[src/rtl/alu_issue_arbiter_if.sv]
`default_nettype none
// =============================================================================
// Module  : alu_issue_arbiter_if
// Brief   : Lane request, ALU issue bundle and tagged-result signals of the
//           two-lane ALU issue arbiter.
// Rev     : 1.0
// =============================================================================
interface alu_issue_arbiter_if;
    logic        l0_valid;
    logic        l0_ready;
    logic [11:0] l0_alusignals;
    logic [15:0] l0_instr;
    logic [15:0] l0_op1;
    logic [15:0] l0_op2;
    logic [4:0]  l0_immx;
    logic        l0_isimm;

    logic        l1_valid;
    logic        l1_ready;
    logic [11:0] l1_alusignals;
    logic [15:0] l1_instr;
    logic [15:0] l1_op1;
    logic [15:0] l1_op2;
    logic [4:0]  l1_immx;
    logic        l1_isimm;

    logic        flush;

    logic        alu_valid;
    logic [11:0] alu_alusignals;
    logic [15:0] alu_instr;
    logic [15:0] alu_op1;
    logic [15:0] alu_op2;
    logic [4:0]  alu_immx;
    logic        alu_isimm;
    logic [15:0] alu_result;
    logic [15:0] alu_instrout;

    logic        res_valid;
    logic        res_lane;
    logic [15:0] res_data;
    logic [15:0] res_instr;

    // Requesting lanes plus the ALU itself
    modport master (
        output l0_valid, l0_alusignals, l0_instr, l0_op1, l0_op2, l0_immx, l0_isimm,
        output l1_valid, l1_alusignals, l1_instr, l1_op1, l1_op2, l1_immx, l1_isimm,
        output flush, alu_result, alu_instrout,
        input  l0_ready, l1_ready,
        input  alu_valid, alu_alusignals, alu_instr, alu_op1, alu_op2, alu_immx, alu_isimm,
        input  res_valid, res_lane, res_data, res_instr
    );

    // The arbiter
    modport slave (
        input  l0_valid, l0_alusignals, l0_instr, l0_op1, l0_op2, l0_immx, l0_isimm,
        input  l1_valid, l1_alusignals, l1_instr, l1_op1, l1_op2, l1_immx, l1_isimm,
        input  flush, alu_result, alu_instrout,
        output l0_ready, l1_ready,
        output alu_valid, alu_alusignals, alu_instr, alu_op1, alu_op2, alu_immx, alu_isimm,
        output res_valid, res_lane, res_data, res_instr
    );
endinterface
`default_nettype wire

[src/rtl/alu_issue_arbiter.sv]
`default_nettype none
// =============================================================================
// Module  : alu_issue_arbiter
// Brief   : Round-robin issue of two per-lane op FIFOs onto one shared ALU,
//           with lane tagging of returning results and branch flush.
// Rev     : 1.0
// =============================================================================
module alu_issue_arbiter #(
    parameter int DEPTH   = 2,
    parameter int ALU_LAT = 1
) (
    input  logic                clk,
    input  logic                reset,
    alu_issue_arbiter_if.slave  bus
);
    localparam int               PTR_W      = (DEPTH > 1) ? $clog2(DEPTH) : 1;
    localparam int               CNT_W      = $clog2(DEPTH + 1);
    localparam logic [CNT_W-1:0] C_FULL_CNT = CNT_W'(DEPTH);
    localparam logic [CNT_W-1:0] C_CNT_ONE  = CNT_W'(1);
    localparam logic [PTR_W-1:0] C_PTR_ONE  = PTR_W'(1);

    typedef struct packed {
        logic [11:0] alusignals;
        logic [15:0] instr;
        logic [15:0] op1;
        logic [15:0] op2;
        logic [4:0]  immx;
        logic        isimm;
    } op_t;

    op_t        lane_op_w [2];
    op_t        head_w    [2];
    logic [1:0] lane_valid_w;
    logic [1:0] ready_w;
    logic [1:0] push_w;
    logic [1:0] pop_w;
    logic [1:0] nonempty_w;
    logic [1:0] full_w;
    logic       pop_any_w;
    logic       pop_lane_w;

    logic       rr_q,        rr_d;
    op_t        alu_op_q,    alu_op_d;
    logic       alu_valid_q, alu_valid_d;
    logic       alu_lane_q,  alu_lane_d;

    logic [ALU_LAT-1:0] tag_v_q;
    logic [ALU_LAT-1:0] tag_l_q;

    assign lane_op_w[0] = {bus.l0_alusignals, bus.l0_instr, bus.l0_op1,
                           bus.l0_op2, bus.l0_immx, bus.l0_isimm};
    assign lane_op_w[1] = {bus.l1_alusignals, bus.l1_instr, bus.l1_op1,
                           bus.l1_op2, bus.l1_immx, bus.l1_isimm};
    assign lane_valid_w = {bus.l1_valid, bus.l0_valid};

    // Ready looks only at the registered occupancy, so a full FIFO never
    // accepts a push even in the cycle it is being popped.
    assign ready_w = ~full_w & {2{reset & ~bus.flush}};
    assign push_w  = lane_valid_w & ready_w;

    for (genvar l = 0; l < 2; l++) begin : g_lane
        op_t              mem_q [DEPTH];
        logic [PTR_W-1:0] wr_ptr_q;
        logic [PTR_W-1:0] rd_ptr_q;
        logic [CNT_W-1:0] count_q;
        logic [CNT_W-1:0] count_d;

        always_comb begin
            count_d = count_q;
            if (push_w[l] && !pop_w[l]) begin
                count_d = count_q + C_CNT_ONE;
            end else if (!push_w[l] && pop_w[l]) begin
                count_d = count_q - C_CNT_ONE;
            end
        end

        always_ff @(posedge clk or negedge reset) begin
            if (!reset) begin
                wr_ptr_q <= '0;
                rd_ptr_q <= '0;
                count_q  <= '0;
            end else if (bus.flush) begin
                wr_ptr_q <= '0;
                rd_ptr_q <= '0;
                count_q  <= '0;
            end else begin
                if (push_w[l]) begin
                    wr_ptr_q <= wr_ptr_q + C_PTR_ONE;
                end
                if (pop_w[l]) begin
                    rd_ptr_q <= rd_ptr_q + C_PTR_ONE;
                end
                count_q <= count_d;
            end
        end

        // Storage needs no reset: occupancy alone decides what is live.
        always_ff @(posedge clk) begin
            if (push_w[l]) begin
                mem_q[wr_ptr_q] <= lane_op_w[l];
            end
        end

        assign head_w[l]     = mem_q[rd_ptr_q];
        assign nonempty_w[l] = (count_q != '0);
        assign full_w[l]     = (count_q == C_FULL_CNT);
    end

    always_comb begin
        pop_lane_w = rr_q;
        case (nonempty_w)
            2'b01:   pop_lane_w = 1'b0;
            2'b10:   pop_lane_w = 1'b1;
            default: pop_lane_w = rr_q;
        endcase
    end

    assign pop_any_w = (nonempty_w != 2'b00) && !bus.flush;
    assign pop_w     = pop_any_w ? (pop_lane_w ? 2'b10 : 2'b01) : 2'b00;

    always_comb begin
        rr_d                = rr_q;
        alu_op_d            = alu_op_q;
        alu_op_d.alusignals = '0;
        alu_valid_d         = 1'b0;
        alu_lane_d          = alu_lane_q;
        if (bus.flush) begin
            rr_d = 1'b0;
        end else if (pop_any_w) begin
            rr_d        = ~pop_lane_w;
            alu_op_d    = head_w[pop_lane_w];
            alu_valid_d = 1'b1;
            alu_lane_d  = pop_lane_w;
        end
    end

    always_ff @(posedge clk or negedge reset) begin
        if (!reset) begin
            rr_q        <= 1'b0;
            alu_op_q    <= '0;
            alu_valid_q <= 1'b0;
            alu_lane_q  <= 1'b0;
        end else begin
            rr_q        <= rr_d;
            alu_op_q    <= alu_op_d;
            alu_valid_q <= alu_valid_d;
            alu_lane_q  <= alu_lane_d;
        end
    end

    // Lane tags travel alongside the ALU pipeline; clearing them on flush
    // drops results of ops already handed to the ALU.
    always_ff @(posedge clk or negedge reset) begin
        if (!reset) begin
            tag_v_q <= '0;
            tag_l_q <= '0;
        end else if (bus.flush) begin
            tag_v_q <= '0;
            tag_l_q <= '0;
        end else begin
            tag_v_q[0] <= alu_valid_q;
            tag_l_q[0] <= alu_lane_q;
            for (int s = 1; s < ALU_LAT; s++) begin
                tag_v_q[s] <= tag_v_q[s-1];
                tag_l_q[s] <= tag_l_q[s-1];
            end
        end
    end

    assign bus.l0_ready       = ready_w[0];
    assign bus.l1_ready       = ready_w[1];
    assign bus.alu_valid      = alu_valid_q;
    assign bus.alu_alusignals = alu_op_q.alusignals;
    assign bus.alu_instr      = alu_op_q.instr;
    assign bus.alu_op1        = alu_op_q.op1;
    assign bus.alu_op2        = alu_op_q.op2;
    assign bus.alu_immx       = alu_op_q.immx;
    assign bus.alu_isimm      = alu_op_q.isimm;
    assign bus.res_valid      = tag_v_q[ALU_LAT-1];
    assign bus.res_lane       = tag_l_q[ALU_LAT-1];
    assign bus.res_data       = bus.alu_result;
    assign bus.res_instr      = bus.alu_instrout;
endmodule
`default_nettype wire

[src/flat_wrapper.sv]
// flat-port wrapper written by rule: the top's interface ports become plain ports
module alu_issue_arbiter_flat 
#(
    parameter int DEPTH   = 2,
    parameter int ALU_LAT = 1
)
  (clk, reset, bus_l0_valid, bus_l0_alusignals, bus_l0_instr, bus_l0_op1, bus_l0_op2, bus_l0_immx, bus_l0_isimm, bus_l1_valid, bus_l1_alusignals, bus_l1_instr, bus_l1_op1, bus_l1_op2, bus_l1_immx, bus_l1_isimm, bus_flush, bus_alu_result, bus_alu_instrout, bus_l0_ready, bus_l1_ready, bus_alu_valid, bus_alu_alusignals, bus_alu_instr, bus_alu_op1, bus_alu_op2, bus_alu_immx, bus_alu_isimm, bus_res_valid, bus_res_lane, bus_res_data, bus_res_instr);
  alu_issue_arbiter_if bus_i ();
  input  logic clk;
  input  logic reset;
  input wire logic [$bits(bus_i.l0_valid)-1:0] bus_l0_valid;
  input wire logic [$bits(bus_i.l0_alusignals)-1:0] bus_l0_alusignals;
  input wire logic [$bits(bus_i.l0_instr)-1:0] bus_l0_instr;
  input wire logic [$bits(bus_i.l0_op1)-1:0] bus_l0_op1;
  input wire logic [$bits(bus_i.l0_op2)-1:0] bus_l0_op2;
  input wire logic [$bits(bus_i.l0_immx)-1:0] bus_l0_immx;
  input wire logic [$bits(bus_i.l0_isimm)-1:0] bus_l0_isimm;
  input wire logic [$bits(bus_i.l1_valid)-1:0] bus_l1_valid;
  input wire logic [$bits(bus_i.l1_alusignals)-1:0] bus_l1_alusignals;
  input wire logic [$bits(bus_i.l1_instr)-1:0] bus_l1_instr;
  input wire logic [$bits(bus_i.l1_op1)-1:0] bus_l1_op1;
  input wire logic [$bits(bus_i.l1_op2)-1:0] bus_l1_op2;
  input wire logic [$bits(bus_i.l1_immx)-1:0] bus_l1_immx;
  input wire logic [$bits(bus_i.l1_isimm)-1:0] bus_l1_isimm;
  input wire logic [$bits(bus_i.flush)-1:0] bus_flush;
  input wire logic [$bits(bus_i.alu_result)-1:0] bus_alu_result;
  input wire logic [$bits(bus_i.alu_instrout)-1:0] bus_alu_instrout;
  output wire logic [$bits(bus_i.l0_ready)-1:0] bus_l0_ready;
  output wire logic [$bits(bus_i.l1_ready)-1:0] bus_l1_ready;
  output wire logic [$bits(bus_i.alu_valid)-1:0] bus_alu_valid;
  output wire logic [$bits(bus_i.alu_alusignals)-1:0] bus_alu_alusignals;
  output wire logic [$bits(bus_i.alu_instr)-1:0] bus_alu_instr;
  output wire logic [$bits(bus_i.alu_op1)-1:0] bus_alu_op1;
  output wire logic [$bits(bus_i.alu_op2)-1:0] bus_alu_op2;
  output wire logic [$bits(bus_i.alu_immx)-1:0] bus_alu_immx;
  output wire logic [$bits(bus_i.alu_isimm)-1:0] bus_alu_isimm;
  output wire logic [$bits(bus_i.res_valid)-1:0] bus_res_valid;
  output wire logic [$bits(bus_i.res_lane)-1:0] bus_res_lane;
  output wire logic [$bits(bus_i.res_data)-1:0] bus_res_data;
  output wire logic [$bits(bus_i.res_instr)-1:0] bus_res_instr;
  assign bus_i.l0_valid = bus_l0_valid;
  assign bus_i.l0_alusignals = bus_l0_alusignals;
  assign bus_i.l0_instr = bus_l0_instr;
  assign bus_i.l0_op1 = bus_l0_op1;
  assign bus_i.l0_op2 = bus_l0_op2;
  assign bus_i.l0_immx = bus_l0_immx;
  assign bus_i.l0_isimm = bus_l0_isimm;
  assign bus_i.l1_valid = bus_l1_valid;
  assign bus_i.l1_alusignals = bus_l1_alusignals;
  assign bus_i.l1_instr = bus_l1_instr;
  assign bus_i.l1_op1 = bus_l1_op1;
  assign bus_i.l1_op2 = bus_l1_op2;
  assign bus_i.l1_immx = bus_l1_immx;
  assign bus_i.l1_isimm = bus_l1_isimm;
  assign bus_i.flush = bus_flush;
  assign bus_i.alu_result = bus_alu_result;
  assign bus_i.alu_instrout = bus_alu_instrout;
  assign bus_l0_ready = bus_i.l0_ready;
  assign bus_l1_ready = bus_i.l1_ready;
  assign bus_alu_valid = bus_i.alu_valid;
  assign bus_alu_alusignals = bus_i.alu_alusignals;
  assign bus_alu_instr = bus_i.alu_instr;
  assign bus_alu_op1 = bus_i.alu_op1;
  assign bus_alu_op2 = bus_i.alu_op2;
  assign bus_alu_immx = bus_i.alu_immx;
  assign bus_alu_isimm = bus_i.alu_isimm;
  assign bus_res_valid = bus_i.res_valid;
  assign bus_res_lane = bus_i.res_lane;
  assign bus_res_data = bus_i.res_data;
  assign bus_res_instr = bus_i.res_instr;
  alu_issue_arbiter #(.DEPTH(DEPTH), .ALU_LAT(ALU_LAT)) u_core (.clk(clk), .reset(reset), .bus(bus_i));
endmodule
[config.mk]
export PLATFORM = sky130hd
export DESIGN_NAME = alu_issue_arbiter_flat
export DESIGN_NICKNAME = d
export VERILOG_FILES = /design/src/rtl/alu_issue_arbiter_if.sv /design/src/rtl/alu_issue_arbiter.sv /design/src/flat_wrapper.sv
export SDC_FILE = /design/constraint.sdc
export NUM_CORES = 1
export LEC_CHECK = 0
export BUFFER_PORTS_ARGS = -buffer_cell sky130_fd_sc_hd__buf_2
export CAP_MARGIN = 20
export CORE_ASPECT_RATIO = 1.75
export CORE_UTILIZATION = 45
export DETAILED_ROUTE_END_ITERATION = 10
export PLACE_DENSITY = 0.65
export SLEW_MARGIN = 0
export SYNTH_ARGS = -nofsm -noshare
export SYNTH_HDL_FRONTEND = slang
export SYNTH_SLANG_ARGS = --single-unit
[constraint.sdc]
create_clock -name clk -period 16.1 [get_ports clk]
set_clock_uncertainty 0.15 [all_clocks]
set_input_delay 2.415 -clock clk [delete_from_list [all_inputs] [get_ports clk]]
set_output_delay 2.415 -clock clk [all_outputs]
set_load 0.01 [all_outputs]
==> impl_metrics.env <==
export IMPL_status="completed"
export IMPL_drt_vias_per_instance=5.285
export IMPL_cap_violations=0
export IMPL_vias=7595
export IMPL_tightest_slew_ps=1059
export IMPL_required_ps=13540
export IMPL_hold_buffers=0
export IMPL_power_switching_uw=829.8
export IMPL_fp_dieH_um=229.7
export IMPL_grt_pass1_wl_um=43480
export IMPL_area_delta_synth_final_pct=15.62
export IMPL_dp_hpwl_um=16950
export IMPL_min_period_over_period=0.3770
export IMPL_worstSkewPairLatency_ps=560
export IMPL_setup_viol=0
export IMPL_clk_pin_slew_worst_paths_ps=60
export IMPL_coreArea_sq_mm=0.02929
export IMPL_root_buffer="clkbuf_16"
export IMPL_endpoint_kind="primary output"
export IMPL_finalPower_mw=2.561
export IMPL_syn_area_per_cell_sq_um=15.38
export IMPL_syn_nets=1038
export IMPL_hold_violations=0
export IMPL_vdd_drop_max_mv=0.1336
export IMPL_fin_crit_ps=6070
export IMPL_cts_sinks=343
export IMPL_finalWorstSetupSlack_ps=10030
export IMPL_crit_fanout=48
export IMPL_wl_per_cell_um=19.68
export IMPL_path_class="input port to primary output"
export IMPL_cts_tree="done"
export IMPL_dr_pass1_iters=4
export IMPL_slew_headroom=0.2942
export IMPL_p_int_mw=1.731
export IMPL_dp_slack_ps=9972
export IMPL_final_setup_tns_ps=0
export IMPL_io_buffers=207
export IMPL_layout_drive_gt1_share=0.2605
export IMPL_wl_um=28270
export IMPL_worst_endpoint_arrival_ps=3500
export IMPL_drtAntennaViolNets=0
export IMPL_grt_usage=0.1898
export IMPL_row_count=83
export IMPL_drv_slew=0
export IMPL_yosysWarnings=0
export IMPL_gp_congestion=0.7210
export IMPL_synth_top_flop_cell="edfxtp_1"
export IMPL_htreeDepth=1
export IMPL_antenna_found_initial=9
export IMPL_synthArstFlopShare=0.2303
export IMPL_clockBufferDepth=3
export IMPL_synth_edff_count=264
export IMPL_dieArea_sq_mm=0.03035
export IMPL_dp_cells=1373
export IMPL_synthesis_area_sq_mm=0.01333
export IMPL_start_kind="input port"
export IMPL_yosysUniqueCellTypes=35
export IMPL_p_clk_frac=0.275
export IMPL_initial_core_util=0.4552
export IMPL_ys_seq_area_frac=0.7429
export IMPL_num_io_pins=272
export IMPL_grt_max_degree=79
export IMPL_synth_seq_cells=343
export IMPL_p_per_area_mw_per_mm2=166.1
export IMPL_postCtsSetupRepairBufs=0
export IMPL_overflow=0
export IMPL_worstHoldPathType="flop to flop"
export IMPL_p_sw_frac=0.3241
export IMPL_leakage_nw=5.648
export IMPL_synth_cells=867
export IMPL_nFillCells=2489
export IMPL_post_cts_resize_count=0
export IMPL_cts_made_buffers=30
export IMPL_fin_nets=1195
export IMPL_p_seq_frac=0.451
export IMPL_die_x_um=132.1
export IMPL_grt_pass1_vias=7867
export IMPL_rsz0062_at_grt="false"
export IMPL_instances_no_fill=1437
export IMPL_p_comb_frac=0.274
export IMPL_drt_iter0_markers=309
export IMPL_drcViolationCount=0
export IMPL_clock_fmax_ghz=0.1648
## final cells by class
class                      count  area (sq um)  share of cell area
sequential                   343          9912              0.6431
multi-input combinational    427          2885              0.1872
timing repair buffer         216          1119             0.07257
clock buffer                  45         888.4             0.05763
tap                          382         478.0             0.03101
clock inverter                11         90.09            0.005845
inverter                       6         23.77            0.001542
antenna                        7         17.52            0.001136
## worst paths after layout
check                                                   startpoint                              endpoint  slack [ps]  depth (start not counted)
hold reg to reg                u_core.bus.alu_instr[9]$_DFFE_PN0P_   u_core.bus.alu_instr[9]$_DFFE_PN0P_         320                          2
hold / removal                 u_core.bus.alu_instr[9]$_DFFE_PN0P_   u_core.bus.alu_instr[9]$_DFFE_PN0P_         320                          2
min in group asynchronous                                    reset  u_core.bus.alu_instr[12]$_DFFE_PN0P_        1700                          1
setup / recovery                                             reset                          bus_l0_ready       10030                          4
setup reg to reg           u_core.g_lane[1].count_q[0]$_DFFE_PN0P_         u_core.alu_lane_q$_DFFE_PN0P_       13030                          6
max in group asynchronous                                    reset  u_core.bus.alu_instr[14]$_DFFE_PN0P_       12980                          2
## cells in the final DEF (no fill, tap or decap), drive strengths merged, types with 4 or more instances in the layout
| cell | count |
|---|---|
| inv | 5 |
| edfxtp | 264 |
| clkbuf | 45 |
| mux2i | 13 |
| diode | 7 |
| nand2 | 58 |
| nor2b | 124 |
| dfrtp | 79 |
| clkinv | 10 |
| o31ai | 54 |
| a211oi | 138 |
| buf | 216 |
| a21oi | 4 |
## flip-flops by register name, summed over array words and instances (netlist names), 2 cells and up
register	flops
u_core.g_lane.count_q	4
u_core.g_lane.wr_ptr_q	2
u_core.bus.alu_op1	16
u_core.g_lane.rd_ptr_q	2
u_core.bus.alu_alusignals	12
u_core.bus.alu_op2	16
u_core.bus.alu_immx	5
u_core.g_lane.mem_q	264
u_core.bus.alu_instr	16
## stage by stage
step,hold slack [ps],util,instance area (sq um)
2_1_floorplan,291.6,-,13330
3_3_place_gp,306.6,0.4916,14400
3_5_place_dp,310.3,0.4916,14400
4_1_cts,325.5,0.5250,15380
5_1_grt,333.4,0.5261,15410
6_report,318.7,0.5263,15410
## power by group through the flow
| stage | clock network (mW) | logic [mW] | registers, mW |
|---|---|---|---|
| floorplan | 0 | 0.473 | 1.18 |
| global placement | 0 | 0.703 | 1.17 |
| detailed placement | 0 | 0.722 | 1.17 |
| CTS | 0.720 | 0.723 | 1.16 |
| global route | 0.750 | 0.780 | 1.17 |
| finish | 0.704 | 0.703 | 1.15 |
## metal layers
metal / part of all wire / vias up / global-route usage
li1: - / 3590 / -
met1: 0.36 / 3731 / 0.1990
met2: 0.55 / 192 / 0.3623
met3: 0.051 / 76 / 0.03395
met4: 0.032 / 6 / 0.08794
met5: 0.0015 / - / 0
## cells in the mapped netlist (2+ instances only)
| cell type | n | area share |
|---|---|---|
| o211ai_1 | 2 | 0.0011 |
| a21oi_1 | 4 | 0.0015 |
| o31ai_1 | 54 | 0.030 |
| clkbuf_1 | 23 | 0.0065 |
| o21ai_0 | 3 | 0.0011 |
| xor2_1 | 2 | 0.0013 |
| inv_1 | 6 | 0.0017 |
| buf_6 | 5 | 0.0042 |
| and3_1 | 2 | 0.00094 |
| or3_1 | 2 | 0.00094 |
| buf_2 | 26 | 0.0098 |
| nand2_1 | 58 | 0.016 |
| mux2i_1 | 13 | 0.0098 |
| a2111oi_0 | 2 | 0.0013 |
| edfxtp_1 | 264 | 0.59 |
| a21boi_0 | 2 | 0.0011 |
| nor2b_1 | 124 | 0.058 |
| nand3_1 | 2 | 0.00075 |
| nand2b_1 | 2 | 0.00094 |
| a211oi_1 | 138 | 0.078 |
| ha_1 | 2 | 0.0019 |
| nor3b_1 | 2 | 0.0011 |
| nor4bb_1 | 2 | 0.0015 |
| nor2_1 | 2 | 0.00056 |
| dfrtp_1 | 79 | 0.15 |
| buf_4 | 37 | 0.021 |
## worst max-delay path: stages
cell and delay, ps:
buf_4 470, nor2b_1 260, and2_1 180, buf_2 140
## cells by family (layout without fill, tap and decap cells)
kind of cell,after synthesis,in the layout,synth area share
AO/OA/AOI/OAI,208,208,0.1164
XOR/XNOR,2,2,0.001314
adder cells (fa/ha/maj),2,2,0.001877
buffers and inverters,97,278,0.04298
flip-flops,343,343,0.7429
multiplexers,14,14,0.01089
other,0,7,0
AND/OR/NAND/NOR,201,201,0.08362
Power figures use the tool's default switching activity.
